$ cat src/rtl/io_bus_pkg.sv
// io_bus_pkg: shared definitions for the HPS bridge dispatcher.
//   state_t          dispatcher FSM states
//   LOCAL_SLOT       slot index that selects the local status window
//   OFF_*            word offsets (io_address[3:1]) inside the local window
//   DEFAULT_ERR_DATA read data returned on decode error or timeout
package io_bus_pkg;

    typedef enum logic [2:0] {
        ST_IDLE,
        ST_REQ,
        ST_LOCAL,
        ST_ERR,
        ST_ACK,
        ST_DONE
    } state_t;

    localparam logic [3:0]  LOCAL_SLOT       = 4'hF;

    localparam logic [2:0]  OFF_IRQ_PEND     = 3'd0;
    localparam logic [2:0]  OFF_IRQ_EN       = 3'd1;
    localparam logic [2:0]  OFF_TO_CNT       = 3'd2;
    localparam logic [2:0]  OFF_TO_ADDR      = 3'd3;

    localparam logic [15:0] DEFAULT_ERR_DATA = 16'hDEAD;

endpackage

$ cat src/rtl/io_bus_dispatcher_if.sv
// io_bus_dispatcher_if: the io_* conduit of the HPS external-bus bridge.
//   master modport: bridge side (drives request, address, data)
//   slave modport : dispatcher side (returns read data, ack, irq)
interface io_bus_dispatcher_if;

    logic        io_bus_enable;
    logic        io_rw;
    logic [15:0] io_address;
    logic [1:0]  io_byte_enable;
    logic [15:0] io_write_data;
    logic [15:0] io_read_data;
    logic        io_acknowledge;
    logic        io_irq;

    modport master (
        output io_bus_enable, io_rw, io_address, io_byte_enable, io_write_data,
        input  io_read_data, io_acknowledge, io_irq
    );

    modport slave (
        input  io_bus_enable, io_rw, io_address, io_byte_enable, io_write_data,
        output io_read_data, io_acknowledge, io_irq
    );

endinterface

$ cat src/rtl/io_bus_local_regs.sv
// io_bus_local_regs: local status window of the dispatcher.
//   clk, reset   clock, async active-high reset
//   wr_en        one-cycle write strobe for the addressed register
//   offset       word offset inside the window
//   be, wdata    byte lanes and write data
//   to_inc       one-cycle timeout event
//   to_addr_in   address of the transaction that timed out
//   slv_irq      peripheral level interrupts
//   rdata        combinational read data for offset
//   irq          registered OR of enabled pending interrupts
module io_bus_local_regs
    import io_bus_pkg::*;
#(
    parameter int NUM_SLOTS = 4
) (
    input  logic                 clk,
    input  logic                 reset,
    input  logic                 wr_en,
    input  logic [2:0]           offset,
    input  logic [1:0]           be,
    input  logic [15:0]          wdata,
    input  logic                 to_inc,
    input  logic [15:0]          to_addr_in,
    input  logic [NUM_SLOTS-1:0] slv_irq,
    output logic [15:0]          rdata,
    output logic                 irq
);

    // Only the low NUM_SLOTS bits of IRQ_EN exist; the rest stay constant 0.
    localparam logic [15:0] SLOT_MASK = 16'((32'd1 << NUM_SLOTS) - 32'd1);

    logic [15:0]          irq_en;
    logic [15:0]          to_cnt;
    logic [15:0]          to_addr;
    logic [15:0]          lane_mask;
    logic [NUM_SLOTS-1:0] pend;

    assign lane_mask = {{8{be[1]}}, {8{be[0]}}};
    assign pend      = slv_irq & irq_en[NUM_SLOTS-1:0];

    always_ff @(posedge clk or posedge reset) begin
        if (reset) begin
            irq_en  <= '0;
            to_cnt  <= '0;
            to_addr <= '0;
            irq     <= 1'b0;
        end else begin
            irq <= |pend;

            if (wr_en && offset == OFF_IRQ_EN)
                irq_en <= (irq_en & ~lane_mask) | (wdata & lane_mask & SLOT_MASK);

            // A clear wins over a simultaneous timeout increment.
            if (wr_en && offset == OFF_TO_CNT)
                to_cnt <= '0;
            else if (to_inc && to_cnt != 16'hFFFF)
                to_cnt <= to_cnt + 16'd1;

            if (to_inc)
                to_addr <= to_addr_in;
        end
    end

    always_comb begin
        rdata = '0;
        case (offset)
            OFF_IRQ_PEND: rdata = 16'(pend);
            OFF_IRQ_EN:   rdata = irq_en;
            OFF_TO_CNT:   rdata = to_cnt;
            OFF_TO_ADDR:  rdata = to_addr;
            default:      rdata = '0;
        endcase
    end

endmodule

$ cat src/rtl/io_bus_dispatcher.sv
// io_bus_dispatcher: shares the HPS bridge conduit among NUM_SLOTS fabric
// peripherals with a req/ack handshake, per-transaction timeout, interrupt
// aggregation and a local status window at slot 4'hF.
//   clk, reset              clock, async active-high reset
//   bus (slave)             io_* bridge conduit
//   slv_req                 one-hot request to the addressed slot
//   slv_rw/addr/be/wdata    latched transaction fields, shared by all slots
//   slv_ack                 per-slot single-cycle completion
//   slv_rdata               slot k read word at [16k+15:16k]
//   slv_irq                 per-slot level interrupts
//
// state | meaning
// IDLE  | waiting for io_bus_enable; latches the transaction
// REQ   | slv_req asserted, waiting for slot ack or timeout
// LOCAL | one-cycle local register access
// ERR   | unpopulated slot or timeout; returns ERR_DATA
// ACK   | loads the one-cycle io_acknowledge pulse
// DONE  | ignores io_bus_enable while the bridge deasserts it
module io_bus_dispatcher
    import io_bus_pkg::*;
#(
    parameter int          NUM_SLOTS      = 4,
    parameter int          TIMEOUT_CYCLES = 255,
    parameter logic [15:0] ERR_DATA       = DEFAULT_ERR_DATA
) (
    input  logic                   clk,
    input  logic                   reset,
    io_bus_dispatcher_if.slave     bus,
    output logic [NUM_SLOTS-1:0]   slv_req,
    output logic                   slv_rw,
    output logic [11:0]            slv_addr,
    output logic [1:0]             slv_be,
    output logic [15:0]            slv_wdata,
    input  logic [NUM_SLOTS-1:0]   slv_ack,
    input  logic [16*NUM_SLOTS-1:0] slv_rdata,
    input  logic [NUM_SLOTS-1:0]   slv_irq
);

    localparam logic [3:0]  SLOT_LIMIT = 4'(NUM_SLOTS);
    localparam logic [15:0] TMO_LAST   = 16'(TIMEOUT_CYCLES - 1);

    state_t      state, state_next;
    logic        capture;
    logic        local_wr;
    logic        to_inc;

    logic        rw_q;
    logic [15:0] addr_q;
    logic [1:0]  be_q;
    logic [15:0] wdata_q;
    logic [15:0] rdata_q;
    logic [15:0] tmo_cnt;
    logic        ack_q;
    logic [15:0] read_data_q;
    logic        irq;

    logic [3:0]  in_slot;
    logic [3:0]  slot_q;
    logic        sel_ack;
    logic [15:0] sel_rdata;
    logic [15:0] local_rdata;

    assign in_slot   = bus.io_address[15:12];
    assign slot_q    = addr_q[15:12];
    assign slv_rw    = rw_q;
    assign slv_addr  = addr_q[11:0];
    assign slv_be    = be_q;
    assign slv_wdata = wdata_q;

    assign bus.io_acknowledge = ack_q;
    assign bus.io_read_data   = read_data_q;
    assign bus.io_irq         = irq;

    // Request is decoded from state so reset removes it without waiting for a clock.
    always_comb begin
        slv_req   = '0;
        sel_ack   = 1'b0;
        sel_rdata = '0;
        for (int k = 0; k < NUM_SLOTS; k++) begin
            if (slot_q == 4'(k)) begin
                slv_req[k] = (state == ST_REQ);
                sel_ack    = slv_ack[k];
                sel_rdata  = slv_rdata[16*k +: 16];
            end
        end
    end

    always_ff @(posedge clk or posedge reset) begin
        if (reset)
            state <= ST_IDLE;
        else
            state <= state_next;
    end

    always_comb begin
        state_next = state;
        capture    = 1'b0;
        local_wr   = 1'b0;
        to_inc     = 1'b0;
        case (state)
            ST_IDLE: begin
                if (bus.io_bus_enable) begin
                    capture = 1'b1;
                    if (in_slot < SLOT_LIMIT)
                        state_next = ST_REQ;
                    else if (in_slot == LOCAL_SLOT)
                        state_next = ST_LOCAL;
                    else
                        state_next = ST_ERR;
                end
            end
            ST_REQ: begin
                // An ack on the timeout edge still completes normally.
                if (sel_ack) begin
                    state_next = ST_ACK;
                end else if (tmo_cnt == TMO_LAST) begin
                    state_next = ST_ERR;
                    to_inc     = 1'b1;
                end
            end
            ST_LOCAL: begin
                local_wr   = !rw_q;
                state_next = ST_ACK;
            end
            ST_ERR:  state_next = ST_ACK;
            ST_ACK:  state_next = ST_DONE;
            ST_DONE: state_next = ST_IDLE;
            default: state_next = ST_IDLE;
        endcase
    end

    always_ff @(posedge clk or posedge reset) begin
        if (reset) begin
            rw_q        <= 1'b0;
            addr_q      <= '0;
            be_q        <= '0;
            wdata_q     <= '0;
            rdata_q     <= '0;
            tmo_cnt     <= '0;
            ack_q       <= 1'b0;
            read_data_q <= '0;
        end else begin
            ack_q       <= 1'b0;
            read_data_q <= '0;
            if (capture) begin
                rw_q    <= bus.io_rw;
                addr_q  <= bus.io_address;
                be_q    <= bus.io_byte_enable;
                wdata_q <= bus.io_write_data;
                tmo_cnt <= '0;
            end
            case (state)
                ST_REQ: begin
                    tmo_cnt <= tmo_cnt + 16'd1;
                    if (sel_ack)
                        rdata_q <= sel_rdata;
                end
                ST_LOCAL: rdata_q <= local_rdata;
                ST_ERR:   rdata_q <= ERR_DATA;
                ST_ACK: begin
                    ack_q       <= 1'b1;
                    read_data_q <= rw_q ? rdata_q : 16'h0000;
                end
                default: ;
            endcase
        end
    end

    io_bus_local_regs #(
        .NUM_SLOTS (NUM_SLOTS)
    ) u_local_regs (
        .clk        (clk),
        .reset      (reset),
        .wr_en      (local_wr),
        .offset     (addr_q[3:1]),
        .be         (be_q),
        .wdata      (wdata_q),
        .to_inc     (to_inc),
        .to_addr_in (addr_q),
        .slv_irq    (slv_irq),
        .rdata      (local_rdata),
        .irq        (irq)
    );

endmodule
$ cat src/flat_wrapper.sv
// flat-port wrapper written by rule: the top's interface ports become plain ports
module io_bus_dispatcher_flat import io_bus_pkg::*;
#(
    parameter int          NUM_SLOTS      = 4,
    parameter int          TIMEOUT_CYCLES = 255,
    parameter logic [15:0] ERR_DATA       = DEFAULT_ERR_DATA
)
  (clk, reset, slv_req, slv_rw, slv_addr, slv_be, slv_wdata, slv_ack, slv_rdata, slv_irq, bus_io_bus_enable, bus_io_rw, bus_io_address, bus_io_byte_enable, bus_io_write_data, bus_io_read_data, bus_io_acknowledge, bus_io_irq);
  io_bus_dispatcher_if bus_i ();
  input  logic clk;
  input  logic reset;
  output logic [NUM_SLOTS-1:0] slv_req;
  output logic slv_rw;
  output logic [11:0] slv_addr;
  output logic [1:0] slv_be;
  output logic [15:0] slv_wdata;
  input  logic [NUM_SLOTS-1:0] slv_ack;
  input  logic [16*NUM_SLOTS-1:0] slv_rdata;
  input  logic [NUM_SLOTS-1:0] slv_irq;
  input wire logic [$bits(bus_i.io_bus_enable)-1:0] bus_io_bus_enable;
  input wire logic [$bits(bus_i.io_rw)-1:0] bus_io_rw;
  input wire logic [$bits(bus_i.io_address)-1:0] bus_io_address;
  input wire logic [$bits(bus_i.io_byte_enable)-1:0] bus_io_byte_enable;
  input wire logic [$bits(bus_i.io_write_data)-1:0] bus_io_write_data;
  output wire logic [$bits(bus_i.io_read_data)-1:0] bus_io_read_data;
  output wire logic [$bits(bus_i.io_acknowledge)-1:0] bus_io_acknowledge;
  output wire logic [$bits(bus_i.io_irq)-1:0] bus_io_irq;
  assign bus_i.io_bus_enable = bus_io_bus_enable;
  assign bus_i.io_rw = bus_io_rw;
  assign bus_i.io_address = bus_io_address;
  assign bus_i.io_byte_enable = bus_io_byte_enable;
  assign bus_i.io_write_data = bus_io_write_data;
  assign bus_io_read_data = bus_i.io_read_data;
  assign bus_io_acknowledge = bus_i.io_acknowledge;
  assign bus_io_irq = bus_i.io_irq;
  io_bus_dispatcher #(.NUM_SLOTS(NUM_SLOTS), .TIMEOUT_CYCLES(TIMEOUT_CYCLES), .ERR_DATA(ERR_DATA)) u_core (.clk(clk), .reset(reset), .bus(bus_i), .slv_req(slv_req), .slv_rw(slv_rw), .slv_addr(slv_addr), .slv_be(slv_be), .slv_wdata(slv_wdata), .slv_ack(slv_ack), .slv_rdata(slv_rdata), .slv_irq(slv_irq));
endmodule
$ cat config.mk
export PLATFORM = sky130hd
export DESIGN_NAME = io_bus_dispatcher_flat
export DESIGN_NICKNAME = d
export VERILOG_FILES = /design/src/rtl/io_bus_pkg.sv /design/src/rtl/io_bus_dispatcher_if.sv /design/src/rtl/io_bus_local_regs.sv /design/src/rtl/io_bus_dispatcher.sv /design/src/flat_wrapper.sv
export SDC_FILE = /design/constraint.sdc
export NUM_CORES = 1
export LEC_CHECK = 0
export CORE_AREA = 4 4 133 135
export DETAILED_ROUTE_END_ITERATION = 16
export DIE_AREA = 0 0 137 139
export PLACE_DENSITY = 0.68
export SLEW_MARGIN = 20
export SYNTH_ARGS = -nofsm -noshare
export SYNTH_HDL_FRONTEND = slang
export SYNTH_HIERARCHICAL = 1
export SYNTH_SLANG_ARGS = --single-unit
export TNS_END_PERCENT = 1
$ cat constraint.sdc
create_clock -name clk -period 4.89 [get_ports clk]
set_input_delay 0.489 -clock clk [delete_from_list [all_inputs] [get_ports clk]]
set_output_delay 0.489 -clock clk [all_outputs]
set_load 0.1 [all_outputs]
==> summary.txt <==
STA
  – Final Hold Viols: 0
  – Final Critical Period: 3.91 ns
  – RSZ-0062 raised after global routing: no
  – Rel. slew slack: 0.318
  – Final Cycle Share: 0.800
  – Final setup fails: 0
  – Final Max Tran Viols: 0
  – FMAX: ~260 MHz
  – Setup tns final: 0 ns
  – Worst Tran Pin Value: about 1.0 ns
  – Skew final: 0.00950 ns
  – Post-route setup slack: a little under 1 ns
  – Final hold slack: 0.473 ns

Worst setup path
  – Worst path arrival time: around 3.4 ns
  – CP startpoint kind: register
  – WP buf/inv: 1
  – Max Fanout on Critical Path: 32
  – Critical Path Max Stage Delay: 1.14 ns
  – CP Cell Sequence: and4bb_1, and2_1, clkdlybuf4s50_1
  – Worst r2r src: u_core/addr_q[13]
  – CP required: 4.40 ns
  – Crit path launch: u_core/addr_q[13]
  – Crit path max-delay cell type: clkdlybuf4s50_1
  – Worst setup EP type: primary output
  – Cell family contributing the most delay on the critical path: buffers and inverters
  – CP Class: register to primary output

Drt
  – Post-DRT Antenna Nets: 0
  – DRT iter0 DRCs: approximately 470
  – Vias/cell: roughly 5.4
  – Residual DRC: 0
  – Vias after detailed routing: 5,707
  – First-pass iteration count of the detailed router: 5
  – Drt wl/cell: approximately 18 microns
  – Total routed wirelength: 18,500 microns

Layout
  – Area of the multi-input gates: 3060 sq um
  – Register area: 3400 sq um
  – Share of cells above drive strength 1: 0.125
  – Fill cells: about 1,500
  – Fin cells: approximately 1,100
  – Area growth, synth to finish: 33.7%
  – Ant diodes: 0
  – Nets: 937

Clocking
  – Htree depth: 4
  – CTS root buf: clkbuf_16
  – Count of hold-fix buffers inserted at cts: 0
  – Clk_lat worst skew: approximately 0.42 ns
  – CTS Buf Count: 17
  – Postcts setup bufs: 0
  – Clk slew on worst S/H paths: 0.07 ns
  – Clock Path Buffers: 2
  – Clk sinks: between 100 and 150
  – Post_cts resized: 0
  – CTS tree: done

Yosys
  – Synth Area in Adders: 0.00551
  – Main combinational cell family by area after synthesis: simple AND/OR/NAND/NOR gates
  – Syn. warnings: 6
  – Synth Area in Compound Gates: 0.102
  – Synth Area in XOR/XNOR: 0.00129
  – FF+latch count, synth: 136
  – Register area share after synthesis: 0.500
  – Mux contribution to synthesized area: 0.114
  – Mapped Area: just under 7000 sq um
  – Simple-gate portion of the synthesized area: 0.225
  – Avg Cell Area, Syn: ~9.9 sq um
  – Post-synth EDFFs: 0
  – Post-Syn Nets: 798
  – Top_reg_cell synth: dfrtp_1
  – Synth Instances: between 600 and 700
  – Post-synthesis async set-or-reset flop share: 1.00
  – Synth unique cells: 56

Global route
  – Grt ovf: 0
  – Total track usage: 0.198
  – Pin count of the biggest net entering global routing: 50
  – First-pass GRT wire length: between 20,000 and 30,000 microns
  – Vias in the first global route: 5,733
  – Initial antenna violation count: 0

Die
  – Row count: 47
  – Initial core utilization: 0.413
  – Horiz. Die Dim: 137 microns
  – Die Ht: 139 microns
  – # IOs: 163
  – Core footprint: 16,500 sq um
  – Die ar.: 19,000 sq um

Placement
  – Placed Instances: 1,025
  – Pre-CTS WS: 1.32 ns
  – DP HPWL: 13,700 microns
  – RD Place Congestion: ~0.98
  – Port-buffer cells: 162

Min path
  – Hold/Removal Path Class: register to register
  – HP Start: u_core/slv_wdata[12]

Flow run
  – Max-Cap Viols: 0

Power and ir drop
  – Leakage Power: just over 4 nW
  – Pwr Density: about 610 nW/um^2
  – VDD IR max: 0.513 mV

Run status
  – Status: finished clean
## worst reg2reg max path: cells and delay by family, from the launching register on
family / cells / cell delay (ns)
AND/OR/NAND/NOR: 4 / 1.57
buffers and inverters: 1 / 0.24
flip-flops: 1 / 1.02
AO/OA/AOI/OAI: 3 / 0.71
## layout make-up
cell class,count,area share
Clock buffer,18,0.0483
Sequential cell,136,0.374
Tap cell,220,0.0302
Timing Repair Buffer,170,0.185
Multi-Input combinational cell,478,0.336
Clock inverter,14,0.0172
Inverter,21,0.00907
## report_power, final
group          total (W)  switching [W]  internal (W)
Clock            0.00129       0.000548      0.000737
Sequential       0.00163       0.000256       0.00138
Combinational    0.00261        0.00182      0.000792
Total            0.00553        0.00262       0.00290
## synthesized netlist by cell type, drive strengths merged, types with 2 or more instances
library cell    n  area (sq um)
or4             5          37.5
nand2         129           484
nand3b          5          37.5
or3             4          25.0
nand4          10          77.6
ha              3          37.5
and4            4          35.0
a32o            5          50.1
and3            3          18.8
nor4            6          43.8
o21ai          18          93.8
inv            21          78.8
a22oi          13          97.6
nor3           19          95.1
dfrtp         136          3400
o31ai           6          45.0
o21a            2          15.0
or2             2          12.5
a221oi         20           175
mux2           50           563
nand3          18          90.1
and2           31           194
mux2i          10           100
nor2           54           210
o211ai          4          30.0
buf            32           211
nand2b         15          93.8
a21oi          18           101
mux4            5           113
nor2b           3          18.8
a22o            3          26.3
o311ai          2          17.5
clkbuf         18          67.6
## routing by layer
metal,share of wire,GRT usage,up-vias
li1,-,-,2663
met3,0.050,0.0508,34
met2,0.51,0.324,153
met5,0,0,-
met4,0.020,0.0583,0
met1,0.42,0.259,2857
## worst paths after layout
path,end,slack [ns],cells past startpoint
worst max-delay path,slv_req[3],0.98,3
worst min-delay path,u_core/slv_wdata[12],0.47,2
worst max register to register,u_core/u_local_regs/to_cnt[13],1.26,8
worst min register to register,u_core/slv_wdata[12],0.47,2
max in group asynchronous,u_core/bus.io_read_data[4],3.38,3
min in group asynchronous,u_core/slv_be[0],0.55,2
## per-stage QoR
| step | util | power, W | area, sq um |
|---|---|---|---|
| after detailed placement | 0.516 | 0.00427 | 8500 |
| final | 0.553 | 0.00553 | 9100 |
| after floorplan | - | 0.00366 | 6810 |
| after global routing | 0.553 | 0.00581 | 9100 |
| after CTS | 0.553 | 0.00557 | 9100 |
| after global placement | 0.516 | 0.00421 | 8500 |
## state kept, by name, summed over array words and instances (netlist names), 2 cells and up, named ones only
name,cells
u_core/u_local_regs/to_addr,16
u_core/rdata_q,16
u_core/state,3
u_core/u_local_regs/to_cnt,16
u_core/slv_wdata,16
u_core/u_local_regs/irq_en,12
u_core/slv_be,2
u_core/tmo_cnt,16
u_core/addr_q,16
u_core/bus.io_read_data,16
## kinds of logic (layout without fill, tap and decap cells)
logic type,count (synthesis),in the layout
simple gates,313,313
flops,136,136
compound gates,96,96
buf+inv,71,223
mux,65,65
fa+ha+maj,3,3
xor+xnor,1,1
## placed cells by master, fill, tap and decap left out, types with 6 or more instances in the layout
cell             Yosys  routed
clkdlybuf4s50_1      0     162
dfrtp_1            136     136
nand2_1            129     129
nor2_1              53      53
mux2_2              48      48
and2_1              31      31
a221oi_1            20      20
nor3_1              19      19
inv_1               20      18
nand3_1             18      18
clkbuf_16            0      17
o21ai_0             17      17
a21oi_1             17      17
nand2b_1            15      15
a22oi_1             13      13
mux2i_1             10      10
nand4_1              9       9
buf_4               14       8
inv_6                0       6
o31ai_1              6       6
Note: power is estimated with default switching activity, not from simulation.
